<file path="config.mk">
export PLATFORM = sky130hd
export DESIGN_NAME = vga_frame_reader
export DESIGN_NICKNAME = d
export VERILOG_FILES = /design/src/rtl/vga_pkg.sv /design/src/rtl/vga_timing.sv /design/src/rtl/vga_frame_reader.sv
export SDC_FILE = /design/constraint.sdc
export NUM_CORES = 1
export LEC_CHECK = 0
export CORE_MARGIN = 3
export CORE_UTILIZATION = 44
export DETAILED_ROUTE_END_ITERATION = 8
export GPL_TIMING_DRIVEN = 1
export PLACE_DENSITY = 0.76
export SLEW_MARGIN = 20
export SYNTH_ARGS = -nofsm -noshare
export SYNTH_HDL_FRONTEND = slang
export SYNTH_SLANG_ARGS = --single-unit
export TNS_END_PERCENT = 10
</file>
<file path="constraint.sdc">
create_clock -name clk -period 2.15 [get_ports clk]
set_input_delay 0.5375 -clock clk [delete_from_list [all_inputs] [get_ports clk]]
set_output_delay 0.5375 -clock clk [all_outputs]
set_load 0.005 [all_outputs]
</file>
<file path="src/rtl/vga_pkg.sv">
// vga_pkg
//   Shared constants for the VGA frame-buffer reader: default 640x480@60
//   timing, derived line/frame totals, capture frame-buffer geometry and the
//   field widths of the {x, y} RAM address.
package vga_pkg;

    // Default 640x480@60 timing (counts of pixel ticks / lines)
    localparam int DEF_CLKDIV  = 2;
    localparam int DEF_HACTIVE = 640;
    localparam int DEF_HFP     = 16;
    localparam int DEF_HSYNC   = 96;
    localparam int DEF_HBP     = 48;
    localparam int DEF_VACTIVE = 480;
    localparam int DEF_VFP     = 10;
    localparam int DEF_VSYNC   = 2;
    localparam int DEF_VBP     = 33;
    localparam int DEF_SHIFT   = 2;

    localparam int HTOTAL = DEF_HACTIVE + DEF_HFP + DEF_HSYNC + DEF_HBP;
    localparam int VTOTAL = DEF_VACTIVE + DEF_VFP + DEF_VSYNC + DEF_VBP;

    // Capture frame buffer geometry
    localparam int FB_W = 160;
    localparam int FB_H = 120;

    // RAM address = {x[X_W-1:0], y[Y_W-1:0]}
    localparam int X_W    = 8;
    localparam int Y_W    = 7;
    localparam int ADDR_W = X_W + Y_W;

    // Counters are wide enough for up to 1023 ticks / lines
    localparam int CNT_W = 10;

endpackage

</file>
<file path="src/rtl/vga_timing.sv">
// vga_timing
//   Pixel-tick divider, horizontal/vertical counters and the stage-0
//   combinational decode of the visible region and sync pulses.
// Ports:
//   clk, reset      system clock, synchronous active-high reset
//   pix_en          1-clk strobe, last clk of each pixel tick
//   vga_clk         pixel clock, high during the second half of a tick
//   hcnt, vcnt      current counter values
//   hcnt_nxt,
//   vcnt_nxt        values the counters take at the next clk edge
//   active,hs0,vs0  decode of the current counters (sync active low)
//   active_nxt      visible-region decode of the next counter values
module vga_timing
    import vga_pkg::*;
#(
    parameter int CLKDIV  = DEF_CLKDIV,
    parameter int HACTIVE = DEF_HACTIVE,
    parameter int HFP     = DEF_HFP,
    parameter int HSYNC   = DEF_HSYNC,
    parameter int HBP     = DEF_HBP,
    parameter int VACTIVE = DEF_VACTIVE,
    parameter int VFP     = DEF_VFP,
    parameter int VSYNC   = DEF_VSYNC,
    parameter int VBP     = DEF_VBP
) (
    input  logic             clk,
    input  logic             reset,
    output logic             pix_en,
    output logic             vga_clk,
    output logic [CNT_W-1:0] hcnt,
    output logic [CNT_W-1:0] vcnt,
    output logic [CNT_W-1:0] hcnt_nxt,
    output logic [CNT_W-1:0] vcnt_nxt,
    output logic             active,
    output logic             hs0,
    output logic             vs0,
    output logic             active_nxt
);

    localparam int DIV_W = (CLKDIV > 2) ? $clog2(CLKDIV) : 1;

    localparam logic [DIV_W-1:0] DIV_LAST = DIV_W'(CLKDIV - 1);
    localparam logic [DIV_W-1:0] DIV_HALF = DIV_W'(CLKDIV / 2);

    localparam logic [CNT_W-1:0] H_LAST     = CNT_W'(HACTIVE + HFP + HSYNC + HBP - 1);
    localparam logic [CNT_W-1:0] V_LAST     = CNT_W'(VACTIVE + VFP + VSYNC + VBP - 1);
    localparam logic [CNT_W-1:0] H_VIS      = CNT_W'(HACTIVE);
    localparam logic [CNT_W-1:0] V_VIS      = CNT_W'(VACTIVE);
    localparam logic [CNT_W-1:0] HS_START   = CNT_W'(HACTIVE + HFP);
    localparam logic [CNT_W-1:0] HS_END     = CNT_W'(HACTIVE + HFP + HSYNC - 1);
    localparam logic [CNT_W-1:0] VS_START   = CNT_W'(VACTIVE + VFP);
    localparam logic [CNT_W-1:0] VS_END     = CNT_W'(VACTIVE + VFP + VSYNC - 1);

    function automatic logic is_visible(input logic [CNT_W-1:0] h,
                                        input logic [CNT_W-1:0] v);
        return (h < H_VIS) && (v < V_VIS);
    endfunction

    logic [DIV_W-1:0] div;
    logic [DIV_W-1:0] div_nxt;

    assign pix_en = (div == DIV_LAST);

    always_comb begin
        div_nxt  = div + 1'b1;
        hcnt_nxt = hcnt;
        vcnt_nxt = vcnt;
        if (pix_en) begin
            div_nxt = '0;
            if (hcnt == H_LAST) begin
                hcnt_nxt = '0;
                vcnt_nxt = (vcnt == V_LAST) ? '0 : vcnt + 1'b1;
            end else begin
                hcnt_nxt = hcnt + 1'b1;
            end
        end
    end

    // vga_clk is registered from the next divider value so it equals
    // (div >= CLKDIV/2) without a combinational glitch path to the pin.
    always_ff @(posedge clk) begin
        if (reset) begin
            div     <= '0;
            hcnt    <= '0;
            vcnt    <= '0;
            vga_clk <= 1'b0;
        end else begin
            div     <= div_nxt;
            hcnt    <= hcnt_nxt;
            vcnt    <= vcnt_nxt;
            vga_clk <= (div_nxt >= DIV_HALF);
        end
    end

    assign active     = is_visible(hcnt, vcnt);
    assign active_nxt = is_visible(hcnt_nxt, vcnt_nxt);
    assign hs0        = !((hcnt >= HS_START) && (hcnt <= HS_END));
    assign vs0        = !((vcnt >= VS_START) && (vcnt <= VS_END));

endmodule

</file>
<file path="src/rtl/vga_frame_reader.sv">
// vga_frame_reader
//   Reads the 160x120 capture frame buffer and displays it 4x4-upscaled as
//   grayscale 640x480@60 VGA. Luma is the low byte of each stored word.
// Ports:
//   clk, reset   system clock, synchronous active-high reset
//   rddata       RAM read data, valid 1 clk after rdaddr
//   rdaddr       RAM read address {x[7:0], y[6:0]}, 0 during blanking
//   vga_clk      pixel clock to the DAC
//   vga_hs/vs    syncs, active low
//   vga_blank_n  high in the visible region
//   vga_r/g/b    grayscale color
//   frame_start  1-clk pulse with the output update presenting (0,0)
module vga_frame_reader
    import vga_pkg::*;
#(
    parameter int CLKDIV  = DEF_CLKDIV,
    parameter int HACTIVE = DEF_HACTIVE,
    parameter int HFP     = DEF_HFP,
    parameter int HSYNC   = DEF_HSYNC,
    parameter int HBP     = DEF_HBP,
    parameter int VACTIVE = DEF_VACTIVE,
    parameter int VFP     = DEF_VFP,
    parameter int VSYNC   = DEF_VSYNC,
    parameter int VBP     = DEF_VBP,
    parameter int SHIFT   = DEF_SHIFT
) (
    input  logic              clk,
    input  logic              reset,
    input  logic [15:0]       rddata,
    output logic [ADDR_W-1:0] rdaddr,
    output logic              vga_clk,
    output logic              vga_hs,
    output logic              vga_vs,
    output logic              vga_blank_n,
    output logic [7:0]        vga_r,
    output logic [7:0]        vga_g,
    output logic [7:0]        vga_b,
    output logic              frame_start
);

    function automatic logic [7:0] luma_of(input logic [7:0] y, input logic vis);
        return vis ? y : 8'h00;
    endfunction

    logic             vld_p0;
    logic [CNT_W-1:0] hcnt;
    logic [CNT_W-1:0] vcnt;
    logic [CNT_W-1:0] hcnt_nxt;
    logic [CNT_W-1:0] vcnt_nxt;
    logic             active_p0;
    logic             active_nxt;
    logic             hs_p0;
    logic             vs_p0;
    logic             first_p0;
    logic [X_W-1:0]   ax_nxt;
    logic [Y_W-1:0]   ay_nxt;
    logic [7:0]       luma_p1;
    logic             unused_chroma;

    vga_timing #(
        .CLKDIV  (CLKDIV),
        .HACTIVE (HACTIVE),
        .HFP     (HFP),
        .HSYNC   (HSYNC),
        .HBP     (HBP),
        .VACTIVE (VACTIVE),
        .VFP     (VFP),
        .VSYNC   (VSYNC),
        .VBP     (VBP)
    ) u_timing (
        .clk        (clk),
        .reset      (reset),
        .pix_en     (vld_p0),
        .vga_clk    (vga_clk),
        .hcnt       (hcnt),
        .vcnt       (vcnt),
        .hcnt_nxt   (hcnt_nxt),
        .vcnt_nxt   (vcnt_nxt),
        .active     (active_p0),
        .hs0        (hs_p0),
        .vs0        (vs_p0),
        .active_nxt (active_nxt)
    );

    // Dropping the low SHIFT bits of the screen counters gives the 4x4
    // pixel replication; the casts keep only the address field widths.
    assign ax_nxt        = X_W'(hcnt_nxt >> SHIFT);
    assign ay_nxt        = Y_W'(vcnt_nxt >> SHIFT);
    assign first_p0      = (hcnt == '0) && (vcnt == '0);
    assign unused_chroma = ^rddata[15:8];

    // Stage 0 -> 1: the address for the coming tick is launched at the same
    // edge the counters advance, so rddata settles well before the next
    // pix_en samples it alongside that tick's sync/blank decode.
    always_ff @(posedge clk) begin
        if (reset) begin
            rdaddr      <= '0;
            vga_hs      <= 1'b1;
            vga_vs      <= 1'b1;
            vga_blank_n <= 1'b0;
            luma_p1     <= 8'h00;
            frame_start <= 1'b0;
        end else begin
            frame_start <= vld_p0 && first_p0;
            if (vld_p0) begin
                rdaddr      <= active_nxt ? {ax_nxt, ay_nxt} : '0;
                vga_hs      <= hs_p0;
                vga_vs      <= vs_p0;
                vga_blank_n <= active_p0;
                luma_p1     <= luma_of(rddata[7:0], active_p0);
            end
        end
    end

    assign vga_r = luma_p1;
    assign vga_g = luma_p1;
    assign vga_b = luma_p1;

endmodule

</file>
Word-level counts from Yosys, hierarchy flattened

Cells that the tools add are included.

$lt $le $gt $ge: 9
$add $sub $neg: 3
Multiplexer cells: 8
Reduce and logical (&&, ||, !) cells: 10
Equality and inequality tests: 2

Operator list:

| operator                                                                              | number |
|---|---|
| 10-bit two-way mux                                                                    | 5 |
| 10-bit by 1-bit adder with 10-bit output (second input constant)                      | 2 |
| 10-bit equality test (second input constant)                                          | 2 |
| 10-bit logical NOT                                                                    | 2 |
| 10-bit less-than comparator (second input constant)                                   | 2 |
| 10-bit by 9-bit less-than comparator with 1-bit output (second input constant)        | 2 |
| 15-bit two-way mux                                                                    | 1 |
| 10-bit greater-or-equal comparator (second input constant)                            | 1 |
| 10-bit by 9-bit greater-or-equal comparator with 1-bit output (second input constant) | 1 |
| 10-bit less-or-equal comparator (second input constant)                               | 1 |
| 10-bit by 9-bit less-or-equal comparator with 1-bit output (second input constant)    | 1 |
| 8-bit two-way mux                                                                     | 1 |
| 1-bit logical AND                                                                     | 6 |
| 1-bit logical NOT                                                                     | 2 |
| 1-bit adder (second input constant)                                                   | 1 |
| 1-bit greater-or-equal comparator (second input constant)                             | 1 |
| 1-bit two-way mux                                                                     | 1 |

Word-level logic and storage cells: 42
Input bits: 18
Flip-flop bits (word level): 49

Depth between registers and ports, before layout

Gate-level depths: netlist of the first run.

Depth in word-level cells: 7
Mapped depth: 11
Mapped depth without buffers: 8

Modules after synthesis

A second synthesis of the first run with hierarchy kept.

Cell total of the unflattened synthesis: 270
Area total of the unflattened synthesis: 2406.1 um^2

By module, submodules not included:

| module           | seq. area each (um^2) | area an instance (um^2) | cells each | instances |
|---|---|---|---|---|
| vga_timing       | 420.4                 | 1330.0                  | 157        | 1 |
| vga_frame_reader | 540.5                 | 1076.0                  | 113        | 1 |

Worst setup path before layout of the first run

OpenSTA, ideal clock, no wires.

Path type: flip-flop to flip-flop
Start: reg u_timing.hcnt[0]
End: reg rdaddr[13]
Clock period less this slack: 2.211 ns
Path buffers: 4
Arrival: 2.116 ns
Data required time: 2.054 ns
Setup slack: -0.061 ns
Setup time: 0.096 ns
Cell stages (with the launch flop): 12
Cells stage by stage: dfxtp_1 ha_1 and4_1 buf_2 nand3_2 buf_6 o311ai_1 o31ai_1 and3_1 buf_6 buf_6 o41ai_2

Word-level cells in the longest chain between the ends: 6
Elaborated cells between the ends (all ways): 10
Those cells by class: add/sub (1); order compare (2); eq/ne (1); mux (5); reduce/logical (1)

Ends and longest elaborated chain:

| what                                                                                                  | line                               | source |
|---|---|---|
| start: declaration                                                                                    | vga_timing.sv:30                   | `output logic [CNT_W-1:0] hcnt,` |
| start signal: assignment                                                                              | vga_timing.sv:89                   | `hcnt <= hcnt_nxt;` |
| 10-bit by 1-bit adder with 10-bit output or 10-bit equality test (tied branches)                      | vga_timing.sv:74, vga_timing.sv:70 |  |
| 10-bit two-way mux                                                                                    | vga_timing.sv:70                   | `if (hcnt == H_LAST) begin` |
| 10-bit two-way mux                                                                                    | vga_timing.sv:68                   | `if (pix_en) begin` |
| 10-bit less-than comparator or 10-bit by 9-bit less-than comparator with 1-bit output (tied branches) | vga_timing.sv:56                   | `return (h < H_VIS) && (v < V_VIS);` |
| 1-bit logical AND                                                                                     | vga_timing.sv:56                   |  |
| 15-bit two-way mux *                                                                                  | vga_frame_reader.sv:106            | `rdaddr <= active_nxt ? {ax_nxt, ay_nxt} : '0;` |
| end signal: assignment                                                                                | vga_frame_reader.sv:106            |  |
| end: declaration                                                                                      | vga_frame_reader.sv:30             | `output logic [ADDR_W-1:0] rdaddr,` |

Mark *: on every way between the ends. The rest lies on a longest branch, timed or not.
A chain may end at the register's enable or synchronous reset.

Worst setup path in the final report of the first run

Start: reg u_timing.hcnt[7]
End: reg rdaddr[14]

The elaborated chain is that of the path after synthesis.

==> results of run 1 <==
layout make-up:
type	count	area [um2]
fill	439	1860
multi-input combinational	192	1340
sequential	48	966
timing repair buffer	95	880
tap	70	87.6
clock buffer	5	68.8
clock inverter	3	47.5
inverter	5	18.8
cells in the mapped netlist, types with 4 or more instances:
master    number
dfxtp_1       48
nand2_1       33
nor2_1        18
buf_4         17
o21ai_0       13
clkbuf_1      12
nand3_1       10
a22o_1         8
nand4_1        8
nor3_1         8
and3_1         7
nor2b_1        7
o31ai_1        7
a21oi_1        6
xnor2_1        6
and4_1         5
buf_2          5
inv_1          5
nor4_1         5
o41ai_1        5
buf_6          4
ha_1           4
o21a_1         4
power by group:
| group | internal (mW) | leakage (nW) | switching (mW) |
|---|---|---|---|
| registers | 0.909 | 0.390 | 0.0159 |
| clock network | 0.351 | 0.0583 | 0.325 |
| logic | 0.106 | 0.845 | 0.0740 |
timing repair:
action | 4_1_cts | 5_1_grt
endpoints found under the setup margin | 14 | 15
cloned | 0 | 1
gates resized for setup | 4 | 21
hold endpoints to repair | 0 | 0
setup buffers | 3 | 1
pin swaps | 1 | 5
cell families after synthesis:
group	share of synthesized area
adders and majority gates	0.0204
and+or+nand+nor	0.248
muxes	0.00407
xor gates and xnor gates	0.0321
DFF	0.391
buffers and inverters	0.108
AOI/OAI and AO/OA	0.197
sequential cells by signal, indices dropped and copies added (netlist names):
register,flops
frame_start,1
vga_hs,1
vga_b,8
rdaddr,15
u_timing.pix_en,1
u_timing.vcnt,10
vga_vs,1
u_timing.hcnt,10
vga_blank_n,1
worst reg2reg max path: cells and delay by family, from the launching register on:
family | cells | cell delay [ns]
AND/OR/NAND/NOR | 5 | 1.08
buffers and inverters | 3 | 0.50
flip-flops | 1 | 0.36
AO/OA/AOI/OAI | 1 | 0.07
routing by layer:
layer  track usage  vias to the layer above  wire length [um]
met4        0.0625                        0               106
li1              -                     1139                 -
met1         0.263                     1116              2880
met5             0                        -                 0
met3        0.0377                       11               375
met2         0.365                       75              3340
worst max path at each step:
stage / start / endpoint / cells after the start
after floorplan: u_timing.hcnt[1] / rdaddr[13] / 11
after global placement: reset / vga_b[1] / 3
after detailed placement: reset / rdaddr[14] / 4
after CTS: u_timing.hcnt[6] / rdaddr[4] / 8
after global routing: u_timing.hcnt[5] / rdaddr[1] / 9
final: u_timing.hcnt[7] / rdaddr[14] / 9
stage by stage:
stage | hold slack, ns | utilization | cells
6_report | 0.452 | 0.646 | 418
5_1_grt | 0.484 | 0.646 | 418
2_1_floorplan | 0.444 | - | 284
3_3_place_gp | 0.433 | 0.593 | 405
3_5_place_dp | 0.443 | 0.593 | 405
4_1_cts | 0.464 | 0.625 | 416
==> results.txt, run 1 <==
Status: completed
Hold Path End: rdaddr[11]
Top_reg_cell synth: dfxtp_1
Nets@finish: 369
CP Class: flip-flop to flip-flop
Commonest cells after routing, fill and taps aside: clkdlybuf4s50_1 (53), dfxtp_1 (46), buf_4 (39), nand2_1 (33), nor2_1 (17)
Cell row count: 26
Crit path cell chain: nor4b_4, buf_4, nand3_4, buf_6, or3_4, nand3_2, and3_4, clkbuf_16, o41ai_2
All-Layer GR Usage: 0.209
GP Congestion: 0.891
Clk sinks: 48
P_leak: 1.29 nW
CTS buffer count: 5
I/O pins: 62
Setup violators final: 0
Sequential element share of the synthesized area: 0.391
Worst-Skew Late Latency: 0.31 ns
Root buf cell: clkbuf_8
Final Critical Period: 2.13 ns
Initial antenna violation count: 0
CP Launch Type: flip-flop
Flop2flop setup slack: 0.02 ns
Commonest non-fill, non-tap cell in the layout: clkdlybuf4s50_1
Async SR Flop Fraction: 0
Die ar.: 6520 um2
Relative slew margins: 0.562
Largest net degree at the start of global routing: 29
Synth warnings: 0
HP Class: flip-flop to flip-flop
Share of layout cells above drive strength 1: 0.213
Inserted Diodes: 0
Core Area: 5270 um2
Hold Path Depth: 2
Setup TNS: 0 ns
Vias/cell: 5.60
Vias in the first global route: 2250
First-pass GRT wire length: 10700 um
Unique masters post-synth: 50
Pin slew with the least headroom to its limit: 0.656 ns
Drt wl/cell: 16.1 um
Period utilization: 0.991
Initial Util: 0.467
Hold_buf cts: 0
Top-area cell type share of the netlist area: 0.391
Remaining DRCs: 0
Placed Area: 3130 um2
Count of buffer and inverter cells on the critical path: 3
Fin. max-slew vios: 0
Fmax: 469 MHz
Leading area contributor after synthesis: dfxtp_1
Maximum vdd ir drop: 0.355 mV
Die Ht: 80.8 um
Clock Skew: 0.00666 ns
Critical path arrival: 2.32 ns
Depth of the CTS H-tree: 2
RSZ-0062 raised after global routing: yes
Post-synth net total: 306
CP endpoint kind: flip-flop
CP max stage delay: 0.36 ns
Via count: 2341
Design Area, Final: 3410 um2
Post-route ant nets: 0
Syn Inst Count: 284
PD cells: 522 nW/um2
Register bit total from synthesis: 48
Final hold vios: 0
Buffers on Ports: 53
Synthesized cell area: 2460 um2
Synthesis-to-finish area growth: 38.6%
Initial drt markers: 188
Post-DP HPWL: 4760 um
Post-synth EDFFs: 0
TritonCTS clock tree: built
CP max-delay cell: dfxtp_1
Setup WS pre-CTS: -0.104 ns
Req. time, crit path: 2.33 ns
FF-to-FF path depth: 9
DR pass1 iterations: 4
Reg clk slew, reported paths: 0.09 ns
CP delay by family, top: simple AND/OR/NAND/NOR gates
Top cells by area, synth: dfxtp_1 (39%), buf_4 (5.2%), nand2_1 (5.0%)
Final worst slack: 0.0187 ns
Clock buffer depth: 2
Hold Crit Start: rdaddr[11]
Wirelength, routed: 6710 um
Final total power: 1.78 mW
Worst r2r dst: rdaddr[14]
Crit-path max FO: 7
Number of max-cap violations: 0
Congestion Overflow GR: 0
Syn Area/Cell: 8.66 um2
Die Width: 80.8 um
R2r startpoint: u_timing.hcnt[7]
No activity file was read; power rests on OpenSTA's default activity.
==> run 2: changes to the inputs <==
CORE_ASPECT_RATIO = 0.8   (was not set)
==> results.txt, run 2 (synthesized netlist as in run 1, its figures left out) <==
RSZ-0062 raised after global routing: yes
Die ar.: 6530 um2 (about the same)
Depth of the CTS H-tree: 2 (unchanged)
Synthesis-to-finish area growth: 37.9%
Layout filler cell count: 416 (-5.2%)
Initial Util: 0.472 (+0.00549)
Fmax: 474 MHz (+0.92%)
Initial drt markers: 252 (+34%)
Final Critical Period: 2.11 ns (-0.0195 ns)
Buffers on Ports: 53 (unchanged)
All-Layer GR Usage: 0.203 (-0.00579)
Final total power: 1.63 mW (-8.2%)
Number of max-cap violations: 0 (unchanged)
Met1 wire length: 3140 um (+8.9%)
Hold Path End: vga_blank_n
Sw frac: 0.240 (+0.00727)
Hold Path Depth: 1 (-1)
Routed wl met2: 2820 um (-16%)
Inserted Diodes: 0 (unchanged)
Setup violators final: 0 (unchanged)
Top layer reached by signal wires: met4
Flop2flop setup slack: 0.04 ns (+0.02 ns)
Internal: 1.24 mW (-9.1%)
Design Area, Final: 3390 um2 (-0.51%)
Clock share of power: 0.319 (-0.061)
First-pass GRT wire length: 10400 um (-3.7%)
Core Area: 5210 um2 (-1.2%)
Leading registers by flop count: rdaddr x15, u_timing.hcnt x10, u_timing.vcnt x10
Vias in the first global route: 2132 (-5.2%)
TritonCTS clock tree: built
CTS buffer count: 5 (unchanged)
Drt wl/cell: 15.7 um (-2.3%)
R2r startpoint: u_timing.vcnt[3]
Commonest cells after routing, fill and taps aside: clkdlybuf4s50_1 (53), dfxtp_1 (46), buf_4 (38), nand2_1 (33), nor2_1 (17)
Relative slew margins: 0.337 (-0.225)
Setup WS pre-CTS: -0.0803 ns (+0.0236 ns)
Vias/cell: 5.60 (about the same)
Reg clk slew, reported paths: 0.09 ns (about the same)
Post-route ant nets: 0 (unchanged)
Largest reg by FF count: rdaddr
Via count: 2370 (+1.2%)
DR pass1 iterations: 5 (+1)
Sw power: 0.393 mW (-5.4%)
Congestion Overflow GR: 0 (unchanged)
Maximum vdd ir drop: 0.343 mV (-3.5%)
Fin. max-slew vios: 0 (unchanged)
Hold Crit Start: vga_blank_n
PD cells: 482 nW/um2 (-7.8%)
Layout Cells excl Fill: 423 (+1.2%)
Die Ht: 72.9 um (-9.8%)
Clk sinks: 48 (unchanged)
I/O pins: 62 (unchanged)
Final worst slack: 0.0382 ns (+0.0195 ns)
Worst-Skew Late Latency: 0.30 ns (about the same)
Post-DP HPWL: 4580 um (-3.8%)
Root buf cell: clkbuf_8
FF-to-FF path depth: 6 (-3)
Seq pwr share: 0.567 (+0.047)
CP endpoint kind: flip-flop
Commonest non-fill, non-tap cell in the layout: clkdlybuf4s50_1
Cell row count: 23 (-12%)
Largest register FFs: 15 (unchanged)
Largest net degree at the start of global routing: 29 (unchanged)
Wirelength, routed: 6630 um (-1.2%)
Die Width: 89.6 um (+11%)
Clock Skew: 0.00470 ns (-0.00196 ns)
Nets@finish: 370 (+0.27%)
Initial antenna violation count: 0 (unchanged)
CP Class: flip-flop to flip-flop
Crit-path max FO: 8 (+1)
Final hold vios: 0 (unchanged)
HP Class: flip-flop to flip-flop
Critical path arrival: 2.33 ns (about the same)
Remaining DRCs: 0 (unchanged)
CP Launch Type: flip-flop
P_leak: 1.28 nW (-1.3%)
Pin slew with the least headroom to its limit: 0.993 ns (+0.337 ns)
Status: completed
Req. time, crit path: 2.37 ns (+0.04 ns)
GP Congestion: 0.916 (+2.7%)
Clock buffer depth: 2 (unchanged)
Share of layout cells above drive strength 1: 0.201 (-0.0115)
Dpl cells: 409 (+0.99%)
Logic pwr share: 0.114 (+0.013)
Placed Area: 3130 um2 (about the same)
Worst r2r dst: rdaddr[4]
Met3 WL: 553 um (+47%)
Period utilization: 0.982 (-0.00905)
==> run 2: per-layer routing <==
layer	global-route usage	up-vias
li1	-	1132
met1	0.317	1116
met2	0.274	112
met3	0.0418	10
met4	0.0678	0
met5	0	-
==> run 2: how the worst max path moves through the flow <==
| stage | startpoint | to | cells after the start |
|---|---|---|---|
| 4_1_cts | u_timing.hcnt[0] | rdaddr[5] | 8 |
| 3_3_place_gp | reset | rdaddr[13] | 4 |
| 6_report | u_timing.vcnt[3] | rdaddr[4] | 6 |
| 5_1_grt | u_timing.vcnt[3] | rdaddr[4] | 6 |
| 3_5_place_dp | u_timing.hcnt[0] | rdaddr[4] | 8 |
| 2_1_floorplan | u_timing.hcnt[1] | rdaddr[13] | 11 |
==> run 2: cell type report <==
cell class              count  area, um2  area share
well taps                  75       93.8      0.0277
clock inverters             2       12.5     0.00369
flip-flops and latches     48        963       0.284
multi-input cells         193       1360       0.402
inverters                   5       18.8     0.00554
clock buffers               5       68.8      0.0203
repair buffers             95        870       0.257
==> run 2: critical path: stages (launching register included) <==
cell,delay [ns]
dfxtp_1,0.47
and2_1,0.24
nand4_1,0.26
o21a_1,0.31
o22ai_4,0.29
nand2_8,0.12
o41ai_4,0.32
==> run 2: power by group through the flow <==
| stage | Clock (mW) | Combinational, mW | Sequential [mW] |
|---|---|---|---|
| 2_1_floorplan | 0 | 0.0846 | 0.946 |
| 3_5_place_dp | 0 | 0.176 | 0.945 |
| 4_1_cts | 0.534 | 0.178 | 0.925 |
| 5_1_grt | 0.555 | 0.201 | 0.930 |
| 3_3_place_gp | 0 | 0.174 | 0.945 |
| 6_report | 0.520 | 0.186 | 0.927 |
==> run 2: through the flow <==
| step | setup TNS (ns) | utilization | hold WS, ns |
|---|---|---|---|
| 2_1_floorplan | 0 | - | 0.444 |
| 3_3_place_gp | -0.262 | 0.600 | 0.436 |
| 3_5_place_dp | -0.806 | 0.600 | 0.439 |
| 4_1_cts | -0.00206 | 0.624 | 0.467 |
| 5_1_grt | -0.132 | 0.651 | 0.479 |
| 6_report | 0 | 0.651 | 0.461 |
==> run 2: timing repair <==
item,4_1_cts,5_1_grt
setup endpoints to repair,6,15
buffers inserted,1,5
gates resized for setup,6,19
hold buffers,0,0
pin swaps,3,8
gates cloned,0,1
==> run 3: changes to the inputs <==
CORE_ASPECT_RATIO = not set   (was 0.8)
SETUP_SLACK_MARGIN = 0.05   (was not set)
SLEW_MARGIN = not set   (was 20)
==> results.txt, run 3 (synthesized netlist as in run 1, its figures left out) <==
Initial drt markers: 130 (-48%)
Inserted Diodes: 0 (unchanged)
All-Layer GR Usage: 0.197 (-0.00594)
Largest reg by FF count: rdaddr
I/O pins: 62 (unchanged)
Hold_ws: 0.457 ns (-0.00411 ns)
FF-to-FF path depth: 8 (+2)
Final worst slack: 0.0480 ns (+0.00983 ns)
Seq pwr share: 0.572 (+0.005)
Via count: 2378 (+0.34%)
Commonest cells after routing, fill and taps aside: clkdlybuf4s50_1 (53), dfxtp_1 (44), buf_4 (38), nand2_1 (33), nor2_1 (17)
CP endpoint kind: flip-flop
Wirelength, routed: 6330 um (-4.5%)
Final hold vios: 0 (unchanged)
Clock buffer depth: 2 (unchanged)
GP Congestion: 0.928 (+1.4%)
Cell row count: 26 (+13%)
Maximum vdd ir drop: 0.268 mV (-22%)
Remaining DRCs: 0 (unchanged)
Synthesis-to-finish area growth: 36.7%
Worst r2r dst: rdaddr[14]
Status: completed
CTS buffer count: 5 (unchanged)
Internal: 1.23 mW (-0.88%)
Congestion Overflow GR: 0 (unchanged)
Setup WS pre-CTS: -0.0874 ns (-0.00710 ns)
Setup TNS: 0 ns (unchanged)
Final Critical Period: 2.10 ns (-0.00983 ns)
Sw power: 0.387 mW (-1.3%)
Relative slew margins: 0.247 (-0.0902)
Placed Area: 3140 um2 (+0.40%)
Initial Util: 0.467 (-0.00549)
Root buf cell: clkbuf_8
Hold Crit Start: rdaddr[11]
Flop2flop setup slack: 0.05 ns (about the same)
Buffers on Ports: 53 (unchanged)
Clock Skew: 0.00689 ns (+0.00219 ns)
TritonCTS clock tree: built
Reg clk slew, reported paths: 0.09 ns (about the same)
Sw frac: 0.240 (-0.000844)
Post-route ant nets: 0 (unchanged)
Number of max-cap violations: 0 (unchanged)
First-pass GRT wire length: 10100 um (-2.7%)
Post-DP HPWL: 4490 um (-2.0%)
HP Class: flip-flop to flip-flop
DR pass1 iterations: 4 (-1)
Largest net degree at the start of global routing: 29 (unchanged)
Commonest non-fill, non-tap cell in the layout: clkdlybuf4s50_1
Critical path arrival: 2.28 ns (-0.05 ns)
Die Width: 80.8 um (-9.9%)
Logic pwr share: 0.105 (-0.009)
Clk sinks: 48 (unchanged)
Die ar.: 6520 um2 (about the same)
Fin. max-slew vios: 0 (unchanged)
Fmax: 476 MHz (+0.47%)
Final total power: 1.62 mW (-0.99%)
Hold Path Depth: 2 (+1)
Crit-path max FO: 7 (-1)
Core Area: 5270 um2 (+1.2%)
Nets@finish: 369 (-0.27%)
PD cells: 481 nW/um2 (-0.18%)
Period utilization: 0.978 (-0.00457)
Design Area, Final: 3360 um2 (-0.81%)
Setup violators final: 0 (unchanged)
R2r startpoint: u_timing.hcnt[6]
Depth of the CTS H-tree: 2 (unchanged)
CP Launch Type: flip-flop
Clock share of power: 0.323 (+0.004)
Hold Path End: rdaddr[11]
Largest register FFs: 15 (unchanged)
Req. time, crit path: 2.33 ns (-0.04 ns)
Leading registers by flop count: rdaddr x15, u_timing.hcnt x10, u_timing.vcnt x10
P_leak: 1.27 nW (-0.84%)
Worst-Skew Late Latency: 0.30 ns (about the same)
Die Ht: 80.8 um (+11%)
Vias/cell: 5.70 (+1.8%)
Vias in the first global route: 2100 (-1.5%)
CP Class: flip-flop to flip-flop
Drt wl/cell: 15.2 um (-3.1%)
Pin slew with the least headroom to its limit: 1.13 ns (+0.135 ns)
RSZ-0062 raised after global routing: yes
Initial antenna violation count: 0 (unchanged)
Share of layout cells above drive strength 1: 0.207 (+0.00634)
-- run 3: layer usage --
| metal | wire, um | track usage | vias to the layer above | part of all wire |
|---|---|---|---|---|
| met3 | 365 | 0.0432 | 13 | 0.058 |
| met4 | 110 | 0.0676 | 0 | 0.017 |
| li1 | - | - | 1136 | - |
| met5 | 0 | 0 | - | 0 |
| met1 | 2810 | 0.248 | 1155 | 0.44 |
| met2 | 3050 | 0.334 | 74 | 0.48 |
-- run 3: final cells by class --
type,count,area [um2]
clock buffers,5,68.8
clock inverters,2,12.5
fillers,467,1910
inverters,5,18.8
multi-input cells,192,1320
flip-flops and latches,48,973
well taps,70,87.6
repair buffers,95,883
-- run 3: critical path, cell delays in order, from the launching register on --
cell	delay (ns)
dfxtp_4	0.37
nor4b_4	0.39
nand3_4	0.17
buf_6	0.16
or3_4	0.36
nand3_2	0.07
and3_4	0.23
clkbuf_16	0.16
o41ai_2	0.06
-- run 3: what timing repair did --
| action | in CTS | in global routing |
|---|---|---|
| endpoints found under the hold margin | 0 | 0 |
| hold buffers | 0 | 0 |
| gates cloned | 0 | 1 |
| resized for setup | 6 | 17 |
| endpoints found under the setup margin | 15 | 16 |
| pin swaps | 0 | 7 |
| buffers inserted | 0 | 4 |
-- run 3: worst max-delay path by stage --
stage	depth (start not counted)	endpoint	start	slack, ns
after global placement	3	vga_b[0]	reset	-0.06
after global routing	7	rdaddr[4]	u_timing.hcnt[6]	-0.03
final	8	rdaddr[14]	u_timing.hcnt[6]	0.05
after floorplan	11	rdaddr[13]	u_timing.hcnt[1]	0.08
after CTS	9	rdaddr[2]	u_timing.hcnt[1]	0.05
after detailed placement	4	rdaddr[4]	reset	-0.09
-- run 3: through the flow --
step	std cells	utilization
after floorplan	284	-
after global placement	405	0.595
after detailed placement	405	0.595
after CTS	412	0.615
after global routing	417	0.638
final	417	0.638
-- run 3: power groups by stage --
stage	registers [mW]	clock network, mW	logic, mW
floorplan	0.948	0	0.0848
global placement	0.947	0	0.170
detailed placement	0.948	0	0.171
CTS	0.927	0.528	0.172
global route	0.930	0.562	0.188
finish	0.925	0.521	0.170
